## src/rtl/md_pkg.sv

```systemverilog
// Shared definitions for the M-extension sequencer: funct3 codes, FSM states,
// and operand-signedness helpers.
package md_pkg;

  localparam int XLEN = 32;

  localparam logic [2:0] MD_MUL    = 3'b000;
  localparam logic [2:0] MD_MULH   = 3'b001;
  localparam logic [2:0] MD_MULHSU = 3'b010;
  localparam logic [2:0] MD_MULHU  = 3'b011;
  localparam logic [2:0] MD_DIV    = 3'b100;
  localparam logic [2:0] MD_DIVU   = 3'b101;
  localparam logic [2:0] MD_REM    = 3'b110;
  localparam logic [2:0] MD_REMU   = 3'b111;

  typedef enum logic [1:0] {
    S_IDLE = 2'd0,
    S_CALC = 2'd1,
    S_FIX  = 2'd2,
    S_DONE = 2'd3
  } md_state_e;

  function automatic logic op_is_div(input logic [2:0] op);
    return op[2];
  endfunction

  function automatic logic op_a_signed(input logic [2:0] op);
    return (op == MD_MULH) || (op == MD_MULHSU) || (op == MD_DIV) || (op == MD_REM);
  endfunction

  function automatic logic op_b_signed(input logic [2:0] op);
    return (op == MD_MULH) || (op == MD_DIV) || (op == MD_REM);
  endfunction

endpackage

```

## src/rtl/md_iter_step.sv

```systemverilog
// One iteration of the shared datapath: shift-add for multiply (multiplier in
// the low half, shifting right) or restoring shift-subtract for divide.
module md_iter_step #(
  parameter int W = 32
) (
  input  logic [2*W-1:0] i_acc,
  input  logic [W-1:0]   i_opnd,
  input  logic           i_is_div,
  output logic [2*W-1:0] o_acc
);

  logic [W:0]   w_sum;
  logic [W:0]   w_rem_sh;
  logic         w_ge;
  logic [W-1:0] w_diff;

  always_comb begin
    // NOTE: every output gets a default first, so no path through the block can infer a latch.
    o_acc    = {i_acc[2*W-2:0], 1'b0};
    w_sum    = {1'b0, i_acc[2*W-1:W]} + (i_acc[0] ? {1'b0, i_opnd} : '0);
    w_rem_sh = i_acc[2*W-1:W-1];
    w_ge     = (w_rem_sh >= {1'b0, i_opnd});
    // When the trial succeeds the difference is below the divisor, so W bits hold it.
    w_diff   = w_rem_sh[W-1:0] - i_opnd;
    if (!i_is_div) begin
      o_acc = {w_sum, i_acc[W-1:1]};
    end else if (w_ge) begin
      o_acc = {w_diff, i_acc[W-2:0], 1'b1};
    end
  end

endmodule

```

## src/rtl/md_seq_unit.sv

```systemverilog
// Fixed-latency multiply/divide sequencer: magnitudes run through 32 shared
// iterations, then one fix-up cycle applies signs and corner cases.
module md_seq_unit #(
  parameter int XLEN = md_pkg::XLEN,
  parameter int ITER = XLEN
) (
  input  logic            cpu_clk,
  input  logic            cpu_rst_n,
  input  logic            start,
  input  logic [2:0]      md_op,
  input  logic [XLEN-1:0] a,
  input  logic [XLEN-1:0] b,
  input  logic            flush,
  output logic            busy,
  output logic            done,
  output logic [XLEN-1:0] result
);
  import md_pkg::*;

  localparam int CW = $clog2(ITER);
  localparam logic [CW-1:0] CNT_LAST = CW'(ITER - 1);

  md_state_e         r_state, w_state_nxt;
  logic [2:0]        r_op;
  logic [2*XLEN-1:0] r_acc, w_acc_step;
  logic [XLEN-1:0]   r_opnd, r_a_raw, r_result;
  logic [CW-1:0]     r_cnt;
  logic              r_neg_hi, r_neg_rem, r_b_zero, r_ovf;

  logic              w_sa, w_sb;
  logic [XLEN-1:0]   w_abs_a, w_abs_b, w_quo, w_rem, w_fixed;
  logic [2*XLEN-1:0] w_prod;

  assign w_sa    = op_a_signed(md_op) & a[XLEN-1];
  assign w_sb    = op_b_signed(md_op) & b[XLEN-1];
  assign w_abs_a = w_sa ? -a : a;
  assign w_abs_b = w_sb ? -b : b;

  md_iter_step #(.W(XLEN)) u_step (
    .i_acc    (r_acc),
    .i_opnd   (r_opnd),
    .i_is_div (op_is_div(r_op)),
    .o_acc    (w_acc_step)
  );

  always_comb begin
    w_state_nxt = r_state;
    case (r_state)
      S_IDLE:  if (start) w_state_nxt = S_CALC;
      S_CALC:  if (r_cnt == CNT_LAST) w_state_nxt = S_FIX;
      S_FIX:   w_state_nxt = S_DONE;
      S_DONE:  w_state_nxt = S_IDLE;
      default: w_state_nxt = S_IDLE;
    endcase
    if (flush) w_state_nxt = S_IDLE;
  end

  // Quotient negates when operand signs differ; remainder follows the dividend.
  always_comb begin
    w_prod  = r_neg_hi  ? -r_acc              : r_acc;
    w_quo   = r_neg_hi  ? -r_acc[XLEN-1:0]    : r_acc[XLEN-1:0];
    w_rem   = r_neg_rem ? -r_acc[2*XLEN-1:XLEN] : r_acc[2*XLEN-1:XLEN];
    w_fixed = w_prod[2*XLEN-1:XLEN];
    case (r_op)
      MD_MUL:           w_fixed = w_prod[XLEN-1:0];
      MD_DIV, MD_DIVU:  w_fixed = r_b_zero ? '1 : (r_ovf ? {1'b1, {(XLEN-1){1'b0}}} : w_quo);
      MD_REM, MD_REMU:  w_fixed = r_b_zero ? r_a_raw : (r_ovf ? '0 : w_rem);
      default:          w_fixed = w_prod[2*XLEN-1:XLEN];
    endcase
  end

  always_ff @(posedge cpu_clk or negedge cpu_rst_n) begin
    if (!cpu_rst_n) begin
      r_state   <= S_IDLE;
      r_op      <= MD_MUL;
      r_acc     <= '0;
      r_opnd    <= '0;
      r_a_raw   <= '0;
      r_result  <= '0;
      r_cnt     <= '0;
      r_neg_hi  <= 1'b0;
      r_neg_rem <= 1'b0;
      r_b_zero  <= 1'b0;
      r_ovf     <= 1'b0;
    end else begin
      // NOTE: non-blocking assignments so every register updates from pre-edge values.
      r_state <= w_state_nxt;
      if (!flush) begin
        case (r_state)
          S_IDLE: if (start) begin
            r_op      <= md_op;
            r_acc     <= {{XLEN{1'b0}}, op_is_div(md_op) ? w_abs_a : w_abs_b};
            r_opnd    <= op_is_div(md_op) ? w_abs_b : w_abs_a;
            r_a_raw   <= a;
            r_cnt     <= '0;
            r_neg_hi  <= w_sa ^ w_sb;
            r_neg_rem <= w_sa;
            r_b_zero  <= (b == '0);
            r_ovf     <= ((md_op == MD_DIV) || (md_op == MD_REM)) &&
                         (a == {1'b1, {(XLEN-1){1'b0}}}) && (b == '1);
          end
          S_CALC: begin
            r_acc <= w_acc_step;
            r_cnt <= r_cnt + 1'b1;
          end
          S_FIX:   r_result <= w_fixed;
          default: ;
        endcase
      end
    end
  end

  assign busy   = (r_state != S_IDLE);
  assign done   = (r_state == S_DONE);
  assign result = r_result;

endmodule

```

## config.mk

```make
export PLATFORM = sky130hd
export DESIGN_NAME = md_seq_unit
export DESIGN_NICKNAME = d
export VERILOG_FILES = /design/src/rtl/md_pkg.sv /design/src/rtl/md_iter_step.sv /design/src/rtl/md_seq_unit.sv
export SDC_FILE = /design/constraint.sdc
export NUM_CORES = 1
export LEC_CHECK = 0
export BUFFER_PORTS_ARGS = -buffer_cell sky130_fd_sc_hd__buf_2
export CORE_ASPECT_RATIO = 1.4
export CORE_MARGIN = 1.5
export CORE_UTILIZATION = 55
export CTS_BUF_LIST = sky130_fd_sc_hd__clkbuf_4
export DETAILED_ROUTE_END_ITERATION = 6
export GPL_TIMING_DRIVEN = 0
export PLACE_DENSITY = 0.79
export SYNTH_ARGS = -nofsm -noshare
export SYNTH_HDL_FRONTEND = slang
export SYNTH_SLANG_ARGS = --single-unit
```

## constraint.sdc

```tcl
create_clock -name cpu_clk -period 5.2 [get_ports cpu_clk]
set_input_delay 0 -clock cpu_clk [delete_from_list [all_inputs] [get_ports cpu_clk]]
set_output_delay 0 -clock cpu_clk [all_outputs]
set_load 0.1 [all_outputs]
```

; Word level (Yosys, flattened, before mapping)
; Cells that the tools add are included.
[totals]
regBits = 174
input_bits = 71
output_inout_bits = 34
word_cells = 83
[op_classes]
add_sub_neg = 8
order_cmp = 1
n_eq_ne = 17
n_mux = 23
bitwise = 4
n_reduce_logical = 19
[ops]
columns = op, n
row1 = two-way mux 32 bit, 11
row2 = two-way mux 64 bit, 4
row3 = negator 32 bit, 4
row4 = one-hot mux 64 bit (2 select lines), 1
row5 = one-hot mux 32 bit (3 select lines), 1
row6 = == test 32 bit (second input constant), 2
row7 = negator 64 bit, 1
row8 = adder 32 x 33 -> 33 bit, 1
row9 = greater-or-equal comparator 33 x 32 -> 1 bit, 1
row10 = zero test 32 bit, 1
row11 = subtractor 32 bit, 1
row12 = == test 3 bit (second input constant), 6
row13 = one-hot mux 5 bit (2 select lines), 1
row14 = one-hot mux 2 bit (4 select lines), 1
row15 = logical OR 1 bit, 6
row16 = two-way mux 2 bit, 3
row17 = inequality test 3 bit (second input constant), 2
row18 = AND reduction 3 bit, 2
row19 = adder 5 x 1 -> 5 bit (second input constant), 1
row20 = == test 5 bit (second input constant), 1
row21 = two-way mux 5 bit, 1
row22 = == test 2 bit (second input constant), 2
row23 = AND reduction 2 bit, 2
row24 = nonzero test 2 bit, 2
row25 = other kinds (11), 14

; Longest topological paths before layout
[depth]
ltp_word = 9
ltp_mapped = 13
mapped_depth_nobuf = 13

; Hierarchy
; Synthesis repeated with hierarchy kept, for this count alone.
[unflattened]
hier_cells = 2270
area_unflattened_um2 = 17401.7
[by_module_without_submodules]
columns = mod, instances, cells_each, area_per_inst_um2, seq_area_each_um2
row1 = md_seq_unit, 1, 1562, 12480.7, 4354.2
row2 = md_iter_step, 1, 708, 4921.0, 0.0

; Worst setup path before layout
; OpenSTA, ideal clock, no wires.
[synth_path]
kind = flip-flop to flip-flop
startpoint = reg r_acc[0]
endpoint = reg r_acc[54]
setup_time_ns = 0.126
t_arrival_ns = 3.263
required_ns = 5.074
slack_ns = 1.811
stages_incl_launch_ff = 14
n_path_buf = 1
synth_period_minus_slack_ns = 3.389
path_cell_list = dfrtp_1 > inv_1 > buf_1 > nor2_1 > ha_1 > a211oi_1 > o221ai_1 > a21o_1 > a21o_1 > o41ai_1 > o21a_1 > xor2_1 > nor2_1 > a221o_1
[synth_via]
elab_chain_len = 4
[synth_rtl]
columns = element, line_no
row1 = start: declaration, md_seq_unit.sv:25  ; logic [2*XLEN-1:0] r_acc, w_acc_step;
row2 = start signal: assignment, md_seq_unit.sv:92  ; r_acc <= {{XLEN{1'b0}}, op_is_div(md_op) ? w_abs_a : w_abs_b};
row3 = start signal: assignment, md_seq_unit.sv:103  ; r_acc <= w_acc_step;
row4 = two-way mux 32 bit, md_iter_step.sv:20  ; w_sum = {1'b0, i_acc[2*W-1:W]} + (i_acc[0] ? {1'b0, i_opnd} : '0);
row5 = adder 32 x 33 -> 33 bit, md_iter_step.sv:20
row6 = two-way mux 64 bit, md_iter_step.sv:25  ; if (!i_is_div) begin
row7 = one-hot mux 64 bit (2 select lines), md_seq_unit.sv:89  ; case (r_state)
; No other way between the ends.
; A chain may end at the register's enable or synchronous reset.

; Worst setup path after layout
[layout_path]
startpoint = reg r_acc[39]
endpoint = reg r_acc[54]
[layout_via]
elab_chain_len = 4
word_cells_on_any_way = 6
cone_classes = add/sub: 2 / order compare: 1 / mux: 3
[layout_rtl]
columns = element, line_no
row1 = subtractor 32 bit / greater-or-equal comparator 33 x 32 -> 1 bit (equally long branches), "md_iter_step.sv:24, md_iter_step.sv:22"
row2 = two-way mux 64 bit, md_iter_step.sv:27  ; end else if (w_ge) begin
row3 = two-way mux 64 bit *, md_iter_step.sv:25
row4 = one-hot mux 64 bit (2 select lines) *, md_seq_unit.sv:89
; Every way passes the cells marked *; elsewhere a longest branch is shown, timed or not.

==> reports/qor.csv <==
stage,metric,value,unit
run_status,status,finished with violations,
run_status,violations,design-rule violations,
yosys,post_synth_num_cell_types,74,
yosys,synth_area,0.01581,mm2
sta,relSlewSlack,0.1307,
sta,final_max_slew_viol_count,0,
final_layout,finalInstanceArea,0.01796,mm2
routing,wl,66880,um
final_layout,drive_above_1_share,0.08464,
grt,grt_use_total,0.4479,
grt,grt-ovfl-total,0,
clock_tree,cts.sinks,174,
sta,tightest_slew,1287,ps
yosys,ys_seq_elements,174,
clock_tree,clk_pin_slew,160,ps
yosys,synthArstFlopShare,1.000,
worst_setup_path,cp.arrival,5630,ps
yosys,syn_avg_cell_area,7.580,um2
routing,drt-pass1-iter-count,7,
yosys,syn_nets,2234,
floorplanning,die_w,146.3,um
clock_tree,cts_setup_buffers,0,
place,hpwl,51760,um
sta,fmax,196.9,MHz
routing,vias,17460,
grt,antenna_found_initial,2,
yosys,syn_inst,2086,
floorplanning,coreArea,0.02831,mm2
yosys,ys_top_cells_by_area,"dfrtp_1 28%, nand2_1 7.1%, o21ai_0 6.9%",
place,dpl_cell_area,0.01684,mm2
sta,fin_crit_sh,0.9765,
clock_tree,cts_buffer_depth,2,
power,ir_drop,320.0,uV
worst_setup_path,r2r_slack,120,ps
yosys,ys_seq_area_frac,0.2754,
floorplanning,start_util,0.5584,
power,power_density,743.8,mW/mm2
grt,grt_max_degree,115,
floorplanning,ios,105,
clock_tree,cts-root-buf,clkbuf_4,
clock_tree,clk_latency,670,ps
place,gp_congestion,1.033,
floorplanning,rows,73,
final_layout,num-fill-cells,2580,
worst_setup_path,endpoint_kind,flop,
yosys,synth_top_area_cell,dfrtp_1,
sta,rsz0062_at_grt,no,
grt,first_global_vias,16910,
floorplanning,dieArea,0.02979,mm2
routing,post-route-drc-count,1,
flow_run,drv_cap,0,
worst_setup_path,start_kind,flop,
routing,ant_nets,0,
place,port_buffers,104,
yosys,synth_top_area_share,0.2754,
sta,finalSetupViolCount,0,
hold_path,hold_path.class,primary input to flop,
routing,dr.first_iter.drc_count,1676,
power,leakagePower,7.805,nW
grt,grt_pass1_wl,100200,um
sta,hold_viol,0,
worst_setup_path,crit_required,5750,ps
routing,drt-wirelength-per-cell,24.95,um
yosys,ys_warn_count,0,
worst_setup_path,critPathMaxFanout,10,
worst_setup_path,critical_path_class,flop to flop,
yosys,synth_enable_flop_cells,0,
routing,viasPerCell,6.513,
clock_tree,htree_levels,4,
power,power,13.36,mW
clock_tree,numCtsBuffers,17,
floorplanning,die_h,203.6,um
yosys,synthFlopType,dfrtp_1,
sta,skew,43.08,ps
sta,finalCriticalPeriod,5078,ps
clock_tree,cts_tree,built,
sta,fin_tns_setup,0,ps
final_layout,area_delta_synth_final,13.60,%
final_layout,nets,2439,
[synth_stat cells (7+ instances only)]
cell,instances
a21oi_1,179
o41ai_1,13
nand4_1,25
or3_1,24
o21ai_0,217
a21o_1,25
nand2_1,300
a22oi_1,17
a32o_1,7
a22o_1,7
o221ai_1,17
nor2b_1,10
a221oi_1,14
a211oi_1,34
xor2_1,95
xnor2_1,105
nor3_1,36
o31ai_1,34
o22ai_1,9
and3_1,9
o21a_1,14
or4_1,14
mux2i_1,38
clkbuf_1,117
nor4_1,19
mux2_2,27
o211ai_1,17
inv_1,68
nand3_1,14
a31oi_1,14
nor2_1,202
o21ai_1,7
or2_2,11
nand2b_1,14
o21bai_1,7
dfrtp_1,174
buf_1,11
ha_1,75
[per-stage QoR]
step,cells,utilization,hold WS (ps),setup WS [ps]
finish,2681,0.6343,51.97,122.0
global route,2681,0.6343,87.11,187.5
CTS,2679,0.6340,4.643,183.2
detailed placement,2566,0.5947,-41.49,217.6
global placement,2565,0.5934,242.2,243.5
floorplan,2086,-,-295.6,1811
[repair_timing]
action | 4_1_cts | 5_1_grt
hold buffers | 81 | 0
hold endpoints to repair | 272 | 0
setup endpoints to repair | 0 | 6
gates resized for setup | 0 | 1
[where the power goes]
group,total (mW),internal [mW],switching (mW)
logic,9.79,3.13,6.66
clock network,0.828,0.261,0.567
registers,2.74,1.95,0.792
[worst paths after layout]
check	cells past startpoint	startpoint	end
min in group asynchronous	4	cpu_rst_n	result[14]
worst min-delay path	5	b[12]	r_opnd[12]
worst min register to register	1	result[3]	result[3]
max in group asynchronous	4	cpu_rst_n	r_opnd[7]
worst max register to register	10	r_acc[39]	r_acc[54]
worst max-delay path	10	r_acc[39]	r_acc[54]
[flip-flops by register name (all words and copies together), names as in the netlist]
signal	count
r_a_raw	32
r_neg_hi	1
r_ovf	1
r_op	3
r_neg_rem	1
r_acc	64
r_b_zero	1
r_opnd	32
r_cnt	5
r_state	2
result	32
[routing by layer]
metal,part of all wire,GRT usage
met5,0,0
met4,0.097,0.3795
met3,0.088,0.07718
met2,0.45,0.7199
met1,0.36,0.5202
[cells in the final DEF (no fill, tap or decap), types with 36 or more instances in the layout]
| master | netlist | routed |
|---|---|---|
| xnor2_1 | 105 | 105 |
| xor2_1 | 95 | 95 |
| clkbuf_1 | 117 | 117 |
| nand2_1 | 300 | 300 |
| buf_2 | 2 | 105 |
| dlygate4sd3_1 | 0 | 80 |
| a21oi_1 | 179 | 178 |
| dfrtp_1 | 174 | 174 |
| ha_1 | 75 | 75 |
| inv_1 | 68 | 68 |
| o21ai_0 | 217 | 217 |
| mux2i_1 | 38 | 38 |
| nor2_1 | 202 | 202 |
| nor3_1 | 36 | 36 |
[worst max-delay path: stages (launching register included)]
cell      delay (ps)
dfrtp_1          790
ha_1             410
a21oi_1          200
o211ai_1         170
a211oi_1         630
o21ai_0          530
a31o_2           440
a21oi_2          500
clkbuf_1         710
o21ai_0          250
a221o_1          360
[kinds of logic (layout without fill, tap and decap cells)]
logic type	after synthesis	count (layout)	share of synthesized area
AOI/OAI and AO/OA	665	665	0.2607
xor gates and xnor gates	200	200	0.1108
adders and majority gates	77	77	0.06188
buffers and inverters	204	422	0.04962
DFF	174	174	0.2754
muxes	65	65	0.04329
other	0	2	0
and+or+nand+nor	701	701	0.1984
[area by class of cell]
type	instances	area, um2	area share
clock buffers	18	135.1	0.007524
clock inverters	14	150.1	0.008359
diodes	2	5.005	0.0002786
flip-flops and latches	174	4354	0.2424
plain buffers	133	518.0	0.02884
well taps	375	469.2	0.02612
repair buffers	186	1386	0.07719
multi-input cells	1708	10680	0.5944
inverters	71	266.5	0.01484
(Power assumes the default switching activity.)
